===== src/rtl/uart_tx_scheduler_pkg.sv =====
// rtl/uart_tx_scheduler_pkg.sv - shared types and helpers for the UART TX frame scheduler
package uart_tx_scheduler_pkg;

  typedef enum logic [2:0] {
    IDLE,
    FETCH,
    LOAD,
    ARM,
    WAIT,
    GUARD,
    RETRY,
    ABORT
  } tx_sched_state_e;

  localparam logic [3:0] MIN_DATA_BITS = 4'd5;
  localparam logic [3:0] MAX_DATA_BITS = 4'd8;

  function automatic logic [3:0] clamp_data_bits(input logic [3:0] bits);
    if (bits < MIN_DATA_BITS) return MIN_DATA_BITS;
    else if (bits > MAX_DATA_BITS) return MAX_DATA_BITS;
    else return bits;
  endfunction

endpackage


===== src/rtl/uart_tx_scheduler_if.sv =====
// rtl/uart_tx_scheduler_if.sv - FIFO and TX FSM/shift-register handshake bundle
interface uart_tx_scheduler_if #(
  parameter int DATA_W = 8
);
  logic              fifo_empty;
  logic [DATA_W-1:0] fifo_rdata;
  logic              fifo_pop;
  logic              fsm_done_tx;
  logic              fsm_error;
  logic              fsm_txen;
  logic              sr_load;
  logic [DATA_W-1:0] sr_data;

  modport master (
    input  fifo_empty, fifo_rdata, fsm_done_tx, fsm_error,
    output fifo_pop, fsm_txen, sr_load, sr_data
  );

  modport slave (
    output fifo_empty, fifo_rdata, fsm_done_tx, fsm_error,
    input  fifo_pop, fsm_txen, sr_load, sr_data
  );
endinterface


===== src/rtl/uart_tick_counter.sv =====
// rtl/uart_tick_counter.sv - loadable down-counter stepped by baud ticks, with zero flag
module uart_tick_counter #(
  parameter int W = 8
) (
  input  logic         clk,
  input  logic         rst_n,
  input  logic         load,
  input  logic [W-1:0] load_val,
  input  logic         tick,
  output logic         zero
);
  logic [W-1:0] count;

  always_ff @(posedge clk or negedge rst_n) begin
    if (!rst_n) count <= '0;
    else if (load) count <= load_val;
    else if (tick && (count != '0)) count <= count - W'(1);
  end

  assign zero = (count == '0);
endmodule


===== src/rtl/uart_tx_scheduler.sv =====
// rtl/uart_tx_scheduler.sv - frame-level UART TX controller: fetch, load, arm, retry, guard
module uart_tx_scheduler
  import uart_tx_scheduler_pkg::*;
#(
  parameter int DATA_W     = 8,
  parameter int GUARD_W    = 8,
  parameter int RETRY_W    = 2,
  parameter int CNT_W      = 16,
  parameter int WDOG_TICKS = 16
) (
  input  logic               PCLK,
  input  logic               PRESETn,
  input  logic               baud_tick,
  input  logic               tx_enable,
  input  logic [3:0]         cfg_data_bits,
  input  logic               cfg_parity_en,
  input  logic               cfg_stop2,
  input  logic [GUARD_W-1:0] cfg_guard_ticks,
  input  logic [RETRY_W-1:0] cfg_max_retry,
  uart_tx_scheduler_if.master tx_if,
  output logic [3:0]         lat_data_bits,
  output logic               lat_parity_en,
  output logic               lat_stop2,
  output logic               busy,
  output logic               frame_done,
  output logic               abort_irq,
  output logic [CNT_W-1:0]   frames_sent
);
  localparam int WDOG_W = $clog2(WDOG_TICKS + 1);

  tx_sched_state_e    state_q, state_d;
  logic [DATA_W-1:0]  hold_q;
  logic [RETRY_W-1:0] lat_max_retry_q, retry_q;
  logic               guard_load, guard_zero, wdog_load, wdog_zero;

  always_ff @(posedge PCLK or negedge PRESETn) begin
    if (!PRESETn) state_q <= IDLE;
    else          state_q <= state_d;
  end

  always_comb begin
    state_d        = state_q;
    tx_if.fifo_pop = 1'b0;
    tx_if.fsm_txen = 1'b0;
    tx_if.sr_load  = 1'b0;
    frame_done     = 1'b0;
    abort_irq      = 1'b0;
    guard_load     = 1'b0;
    wdog_load      = 1'b0;
    case (state_q)
      IDLE: if (tx_enable && !tx_if.fifo_empty) begin
        tx_if.fifo_pop = 1'b1;
        state_d        = FETCH;
      end
      FETCH: state_d = LOAD;
      LOAD: begin
        tx_if.sr_load = 1'b1;
        state_d       = ARM;
      end
      ARM: begin
        tx_if.fsm_txen = 1'b1;
        if (baud_tick) begin
          wdog_load = 1'b1;
          state_d   = WAIT;
        end
      end
      // Error wins over done when the FSM flags both on the same tick.
      WAIT: if (baud_tick) begin
        if (tx_if.fsm_error) state_d = RETRY;
        else if (tx_if.fsm_done_tx) begin
          frame_done = 1'b1;
          guard_load = 1'b1;
          state_d    = GUARD;
        end else if (wdog_zero) state_d = RETRY;
      end
      GUARD: if (guard_zero) state_d = IDLE;
      RETRY: state_d = (retry_q < lat_max_retry_q) ? LOAD : ABORT;
      ABORT: begin
        abort_irq = 1'b1;
        state_d   = IDLE;
      end
      default: state_d = IDLE;
    endcase
  end

  always_ff @(posedge PCLK or negedge PRESETn) begin
    if (!PRESETn) begin
      hold_q          <= '0;
      lat_data_bits   <= MAX_DATA_BITS;
      lat_parity_en   <= 1'b0;
      lat_stop2       <= 1'b0;
      lat_max_retry_q <= '0;
      retry_q         <= '0;
      frames_sent     <= '0;
    end else begin
      if (state_q == FETCH) begin
        hold_q          <= tx_if.fifo_rdata;
        lat_data_bits   <= clamp_data_bits(cfg_data_bits);
        lat_parity_en   <= cfg_parity_en;
        lat_stop2       <= cfg_stop2;
        lat_max_retry_q <= cfg_max_retry;
      end
      if (state_q == ABORT) begin
        hold_q  <= '0;
        retry_q <= '0;
      end
      if (frame_done) begin
        frames_sent <= frames_sent + CNT_W'(1);
        retry_q     <= '0;
      end
      if ((state_q == RETRY) && (state_d == LOAD)) retry_q <= retry_q + RETRY_W'(1);
    end
  end

  always_comb begin
    tx_if.sr_data = '0;
    for (int i = 0; i < DATA_W; i++)
      if (i < int'(lat_data_bits)) tx_if.sr_data[i] = hold_q[i];
  end

  assign busy = (state_q != IDLE);

  uart_tick_counter #(.W(GUARD_W)) u_guard_cnt (
    .clk      (PCLK),
    .rst_n    (PRESETn),
    .load     (guard_load),
    .load_val (cfg_guard_ticks),
    .tick     (baud_tick && (state_q == GUARD)),
    .zero     (guard_zero)
  );

  // Loaded one short so the zero flag is seen on the last allowed WAIT tick.
  uart_tick_counter #(.W(WDOG_W)) u_wdog_cnt (
    .clk      (PCLK),
    .rst_n    (PRESETn),
    .load     (wdog_load),
    .load_val (WDOG_W'(WDOG_TICKS - 1)),
    .tick     (baud_tick && (state_q == WAIT)),
    .zero     (wdog_zero)
  );
endmodule


===== src/flat_wrapper.sv =====
// flat-port wrapper written by rule: the top's interface ports become plain ports
module uart_tx_scheduler_flat import uart_tx_scheduler_pkg::*;
#(
  parameter int DATA_W     = 8,
  parameter int GUARD_W    = 8,
  parameter int RETRY_W    = 2,
  parameter int CNT_W      = 16,
  parameter int WDOG_TICKS = 16
)
  (PCLK, PRESETn, baud_tick, tx_enable, cfg_data_bits, cfg_parity_en, cfg_stop2, cfg_guard_ticks, cfg_max_retry, lat_data_bits, lat_parity_en, lat_stop2, busy, frame_done, abort_irq, frames_sent, tx_if_fifo_empty, tx_if_fifo_rdata, tx_if_fsm_done_tx, tx_if_fsm_error, tx_if_fifo_pop, tx_if_fsm_txen, tx_if_sr_load, tx_if_sr_data);
  uart_tx_scheduler_if #(.DATA_W(DATA_W)) tx_if_i ();
  input  logic PCLK;
  input  logic PRESETn;
  input  logic baud_tick;
  input  logic tx_enable;
  input  logic [3:0] cfg_data_bits;
  input  logic cfg_parity_en;
  input  logic cfg_stop2;
  input  logic [GUARD_W-1:0] cfg_guard_ticks;
  input  logic [RETRY_W-1:0] cfg_max_retry;
  output logic [3:0] lat_data_bits;
  output logic lat_parity_en;
  output logic lat_stop2;
  output logic busy;
  output logic frame_done;
  output logic abort_irq;
  output logic [CNT_W-1:0] frames_sent;
  input wire logic [$bits(tx_if_i.fifo_empty)-1:0] tx_if_fifo_empty;
  input wire logic [$bits(tx_if_i.fifo_rdata)-1:0] tx_if_fifo_rdata;
  input wire logic [$bits(tx_if_i.fsm_done_tx)-1:0] tx_if_fsm_done_tx;
  input wire logic [$bits(tx_if_i.fsm_error)-1:0] tx_if_fsm_error;
  output wire logic [$bits(tx_if_i.fifo_pop)-1:0] tx_if_fifo_pop;
  output wire logic [$bits(tx_if_i.fsm_txen)-1:0] tx_if_fsm_txen;
  output wire logic [$bits(tx_if_i.sr_load)-1:0] tx_if_sr_load;
  output wire logic [$bits(tx_if_i.sr_data)-1:0] tx_if_sr_data;
  assign tx_if_i.fifo_empty = tx_if_fifo_empty;
  assign tx_if_i.fifo_rdata = tx_if_fifo_rdata;
  assign tx_if_i.fsm_done_tx = tx_if_fsm_done_tx;
  assign tx_if_i.fsm_error = tx_if_fsm_error;
  assign tx_if_fifo_pop = tx_if_i.fifo_pop;
  assign tx_if_fsm_txen = tx_if_i.fsm_txen;
  assign tx_if_sr_load = tx_if_i.sr_load;
  assign tx_if_sr_data = tx_if_i.sr_data;
  uart_tx_scheduler #(.DATA_W(DATA_W), .GUARD_W(GUARD_W), .RETRY_W(RETRY_W), .CNT_W(CNT_W), .WDOG_TICKS(WDOG_TICKS)) u_core (.PCLK(PCLK), .PRESETn(PRESETn), .baud_tick(baud_tick), .tx_enable(tx_enable), .cfg_data_bits(cfg_data_bits), .cfg_parity_en(cfg_parity_en), .cfg_stop2(cfg_stop2), .cfg_guard_ticks(cfg_guard_ticks), .cfg_max_retry(cfg_max_retry), .tx_if(tx_if_i), .lat_data_bits(lat_data_bits), .lat_parity_en(lat_parity_en), .lat_stop2(lat_stop2), .busy(busy), .frame_done(frame_done), .abort_irq(abort_irq), .frames_sent(frames_sent));
endmodule

===== config.mk =====
export PLATFORM = sky130hd
export DESIGN_NAME = uart_tx_scheduler_flat
export DESIGN_NICKNAME = d
export VERILOG_FILES = /design/src/rtl/uart_tx_scheduler_pkg.sv /design/src/rtl/uart_tx_scheduler_if.sv /design/src/rtl/uart_tick_counter.sv /design/src/rtl/uart_tx_scheduler.sv /design/src/flat_wrapper.sv
export SDC_FILE = /design/constraint.sdc
export NUM_CORES = 1
export LEC_CHECK = 0
export CORE_AREA = 2 2 76 78
export CTS_BUF_LIST = sky130_fd_sc_hd__clkbuf_4
export CTS_CLUSTER_DIAMETER = 30
export DETAILED_ROUTE_END_ITERATION = 12
export DIE_AREA = 0 0 78 80
export PLACE_DENSITY = 0.82
export SETUP_SLACK_MARGIN = 0.2
export SYNTH_ARGS = -nofsm -noshare
export SYNTH_HDL_FRONTEND = slang
export SYNTH_SLANG_ARGS = --single-unit

===== constraint.sdc =====
create_clock -name PCLK -period 2.1 [get_ports PCLK]
set_input_delay 0.315 -clock PCLK [delete_from_list [all_inputs] [get_ports PCLK]]
set_output_delay 0.315 -clock PCLK [all_outputs]
set_load 0.05 [all_outputs]

* Word level (Yosys, flattened, before mapping)
Index checks and enable logic that the tools add are counted.
Word-level totals: memories kept 0, bits of input ports 31, register bits 50, bits in writable memories 0, logic and storage cells 89, bits in latches 0, bits in read-only memories 0
Cells by class: multipliers 0, eq/ne operators 8, muxes and demuxes 39, shift operators 0, bitwise gates (word level) 0, order comparisons 11, div/mod/pow operators 0, reduce and logical (&&, ||, !) cells 17, add/subtract/negate cells 4
Operator list (count):
- 8-bit 2-to-1 mux | 4
- 3-bit 2-to-1 mux | 8
- 3-bit one-hot mux with 8 select lines | 1
- 1-bit 2-to-1 mux | 19
- 16-bit by 1-bit adder with 16-bit output (second input constant) | 1
- 3-bit by 4-bit < comparator with 1-bit output (first input constant) | 4
- 3-bit == test (second input constant) | 4
- 5-bit 2-to-1 mux | 2
- 3-bit by 2-bit == test with 1-bit output (second input constant) | 3
- 8-bit zero test | 1
- 1-bit by 4-bit < comparator with 1-bit output (first input constant) | 2
- 2-bit by 4-bit < comparator with 1-bit output (first input constant) | 2
- 4-bit 2-to-1 mux | 2
- 8-bit nonzero test | 1
- 8-bit by 1-bit subtractor with 8-bit output (second input constant) | 1
- 1-bit logical AND | 6
- 2-bit 2-to-1 mux | 3
- 2-bit nonzero test | 3
- 3-bit nonzero test | 2
- 5-bit zero test | 1
- 5-bit nonzero test | 1
- 5-bit by 1-bit subtractor with 5-bit output (second input constant) | 1
- 4-bit greater-than comparator (second input constant) | 1
- 4-bit by 3-bit < comparator with 1-bit output (second input constant) | 1
- other kinds (5) | 5

* Logic depth before layout (Yosys ltp)
depth in word-level cells 9, depth in mapped cells 7

* Cells and area by module
From an unflattened synthesis, not the netlist that was laid out.
Second synthesis, totals: cells, all modules 272, area, all modules 2663.8 sq um
Modules (own cells, without submodules):
- uart_tx_scheduler | area an instance 1831.8 sq um, seq. area each 927.1 sq um, cells an instance 182, instances 1
- uart_tick_counter at u_core.u_guard_cnt | area an instance 528.0 sq um, seq. area each 200.2 sq um, cells an instance 58, instances 1
- uart_tick_counter at u_core.u_wdog_cnt | area an instance 304.0 sq um, seq. area each 125.1 sq um, cells an instance 32, instances 1

* Worst setup path before layout
No wires, ideal clock.
path kind register to output, start point register u_core.lat_data_bits[3], end point output tx_if_sr_data[2], cell stages (with the launch flop) 4, required time 1785 ps, buffers on the path 1, path slack 36 ps, arrival 1749 ps, cells stage by stage dfstp_2 -> clkbuf_1 -> a211oi_1 -> nor2b_1
Between the ends: cells in the longest elaborated chain, start to end 2
Ends and longest elaborated chain:
- from (decl) | line uart_tx_scheduler.sv:21 | output logic [3:0] lat_data_bits,
- from (signal assigned) | line uart_tx_scheduler.sv:98 | lat_data_bits <= clamp_data_bits(cfg_data_bits);
- 2-bit by 4-bit < comparator with 1-bit output | line uart_tx_scheduler.sv:118 | if (i < int'(lat_data_bits)) tx_if.sr_data[i] = hold_q[i];
- 1-bit 2-to-1 mux | line uart_tx_scheduler.sv:118
- to (decl) | line flat_wrapper.sv:35 | output wire logic [$bits(tx_if_i.sr_data)-1:0] tx_if_sr_data;
Every way passes these cells.

* Worst setup path after layout
start point register u_core.state_q[0], end point output frame_done
Between the ends: cells in the longest elaborated chain, start to end 2
Ends and longest elaborated chain:
- from (decl) | line uart_tx_scheduler.sv:31 | tx_sched_state_e state_q, state_d;
- from (signal assigned) | line uart_tx_scheduler.sv:38 | else state_q <= state_d;
- 3-bit == test | line uart_tx_scheduler.sv:50 | case (state_q)
- 1-bit 2-to-1 mux | line uart_tx_scheduler.sv:50
- to (decl) | line flat_wrapper.sv:25 | output logic frame_done;
Every way passes these cells.

==> results.ini <==
[run_status]
status=finished, final reports clean

[power_and_ir_drop]
p_per_area_mw_per_mm2=1270
power_leakage_nw=1.68
power_mw=4.59
vdd.ir_drop.worst_v=0.000799

[setup_path]
path_max_fanout=13
worstPathArrival_ps=1570
r2r_setup_slack_ps=290
r2r-end=u_core.u_wdog_cnt.count[4]
crit_type=register to output port
crit_start=u_core.state_q[0]
crit_required_ps=1780
start_kind=register
worstRegToRegCells=6
endpoint_kind=output port
r2r_start=u_core.u_wdog_cnt.count[0]

[cells_and_area]
finalNonFillerCells=420
antennaDiodeCount=0
fin_nets=383
area_delta_synth_final_pct=35.1
final_cell_area_mm2=0.00361
drive_above_1_share=0.193

[sta]
timing.final.max_slew_violations=0
fin_worst_skew_ps=17.6
rsz0062_at_grt=yes
fin_setup_tns_ps=0
hold_ws_ps=395
fin_crit_sh=0.899
slew-limit-headroom=0.598
max_freq_ghz=0.530
hold_viol=0
tightest_slew_ps=600
period_minus_slack_ps=1890
setup_viol=0

[route]
ant_nets=0
drtIter0Drc=128
dr.pass1.iters=4
via_per_inst=5.37
wirelength_um=6230
post-route-drc-count=0
wl_per_cell_um=14.8
vias=2257

[synthesis]
ys_ff_latch=50
synth_nets=305
synth_area_mm2=0.00268
yosysMostFrequentCell=dfrtp_1
synth_cell_type_count=61
synth_async_sr_flop_share=1.00
synthCells=269
synth_edf_count=0
synth_top_cell_area_share=0.458
synthTopCellsByCount=dfrtp_1, nand2_1, nor2_1, xor2_1
ys_seq_area_frac=0.468
synthTopCellsByArea=dfrtp_1, nand2_1, xor2_1
synthFlopType=dfrtp_1
yosysTopAreaCell=dfrtp_1
ys_warn_count=0
syn_area_per_cell_um2=9.95

[clock_network]
cts_tree=yes
cts.sinks=50
path_clk_slew_ps=150
root_buffer=clkbuf_4
cts_buffers=5
clock_latency_ps=370
htreeDepth=2
clock_path_buffers=2

[floorplan]
die_h_um=80
die_w_um=78
start_util=0.495
core_area_mm2=0.00541
rows=27
io_pins=67
die_area_mm2=0.00624

[global_routing]
antenna_found_initial=0
grt.overflow.total=0
grt_pass1_vias=2208
grt_max_degree=21
grt_usage=0.211
grt_first_pass_wirelength_um=10500

[placement]
globalplace.congestion=0.800
dp_hpwl_um=4680
dpl_cell_area_mm2=0.00348
port_buffers=66
post-place-cells=407

[flow_run]
drv_cap=0

[min_path]
hold_path_class=input pin to async pin

[routing by layer]
metal,track usage,up-vias,part of all wire,wire [um]
li1,-,1103,-,-
met1,0.274,1088,0.44,2740
met2,0.374,57,0.51,3200
met3,0.0362,9,0.035,217
met4,0.0421,0,0.012,74
met5,0,-,0,0
[logic make-up (layout without fill, tap and decap cells)]
family                     count (synthesis)  after routing  synth area share
adders and majority gates                  5              5            0.0234
and+or+nand+nor                          117            117             0.238
AOI/OAI and AO/OA                         51             51             0.143
xor gates and xnor gates                  23             23            0.0781
muxes                                      2              2           0.00748
buffers and inverters                     21            100            0.0416
DFF                                       50             50             0.468
[worst max path at each step]
stage                                         to  slack [ps]
after floorplan                 tx_if_sr_data[2]         280
after global placement    u_core.frames_sent[13]         210
after detailed placement              frame_done         120
after CTS                             frame_done         210
after global routing              tx_if_fifo_pop         150
final                                 frame_done         210
[metrics by stage]
stage | setup WS, ps | util
after floorplan | 280 | -
after global routing | 153 | 0.669
after global placement | 208 | 0.643
after detailed placement | 118 | 0.643
final | 213 | 0.669
after CTS | 208 | 0.662
[worst max-delay path, cell delays in order (launching register included)]
cell	delay, ps
dfrtp_1	430
nand4bb_4	260
or2_4	290
clkinv_8	90
buf_12	130
[state kept, by name, indices dropped and copies added (netlist names), 2 cells and up]
signal / count
u_core.frames_sent: 16
u_core.hold_q: 8
u_core.u_guard_cnt.count: 8
u_core.u_wdog_cnt.count: 5
u_core.lat_data_bits: 4
u_core.state_q: 3
u_core.lat_max_retry_q: 2
u_core.retry_q: 2
[timing repair]
action,in CTS,in global routing
hold buffers,1,0
endpoints found under the setup margin,23,11
pin swaps,1,1
hold endpoints to repair,17,0
resized for setup,28,5
setup buffers,2,2
[where the power goes]
group | total, mW | internal (mW) | switching, mW
Clock | 0.442 | 0.131 | 0.311
Sequential | 1.57 | 1.27 | 0.296
Combinational | 2.58 | 1.05 | 1.52
Total | 4.59 | 2.46 | 2.13
[area by class of cell]
class / count / area [um^2]
fill: 435 / 1790
multi-input combinational: 198 / 1370
sequential: 50 / 1250
timing repair buffer: 81 / 793
tap: 72 / 90.1
inverter: 11 / 53.8
clock buffer: 5 / 37.5
clock inverter: 3 / 21.3
[cells in the final DEF, fill, tap and decap left out, drive strengths merged, types with 3 or more instances in the layout]
master and instances:
a31oi 3, a21oi 7, a22o 8, nor3 10, dfrtp 49, o21a 3, inv 10, buf 30
ha 5, nand2b 4, nor2b 6, o21ai 11, or2 3, clkdlybuf4s50 29, nand2 41, xnor2 10
clkbuf 5, nor2 22, clkinv 3, xor2 13, nand4 3, a211oi 3, dlygate4sd2 19, nand3 11
Note: power is estimated with default switching activity, not from simulation.
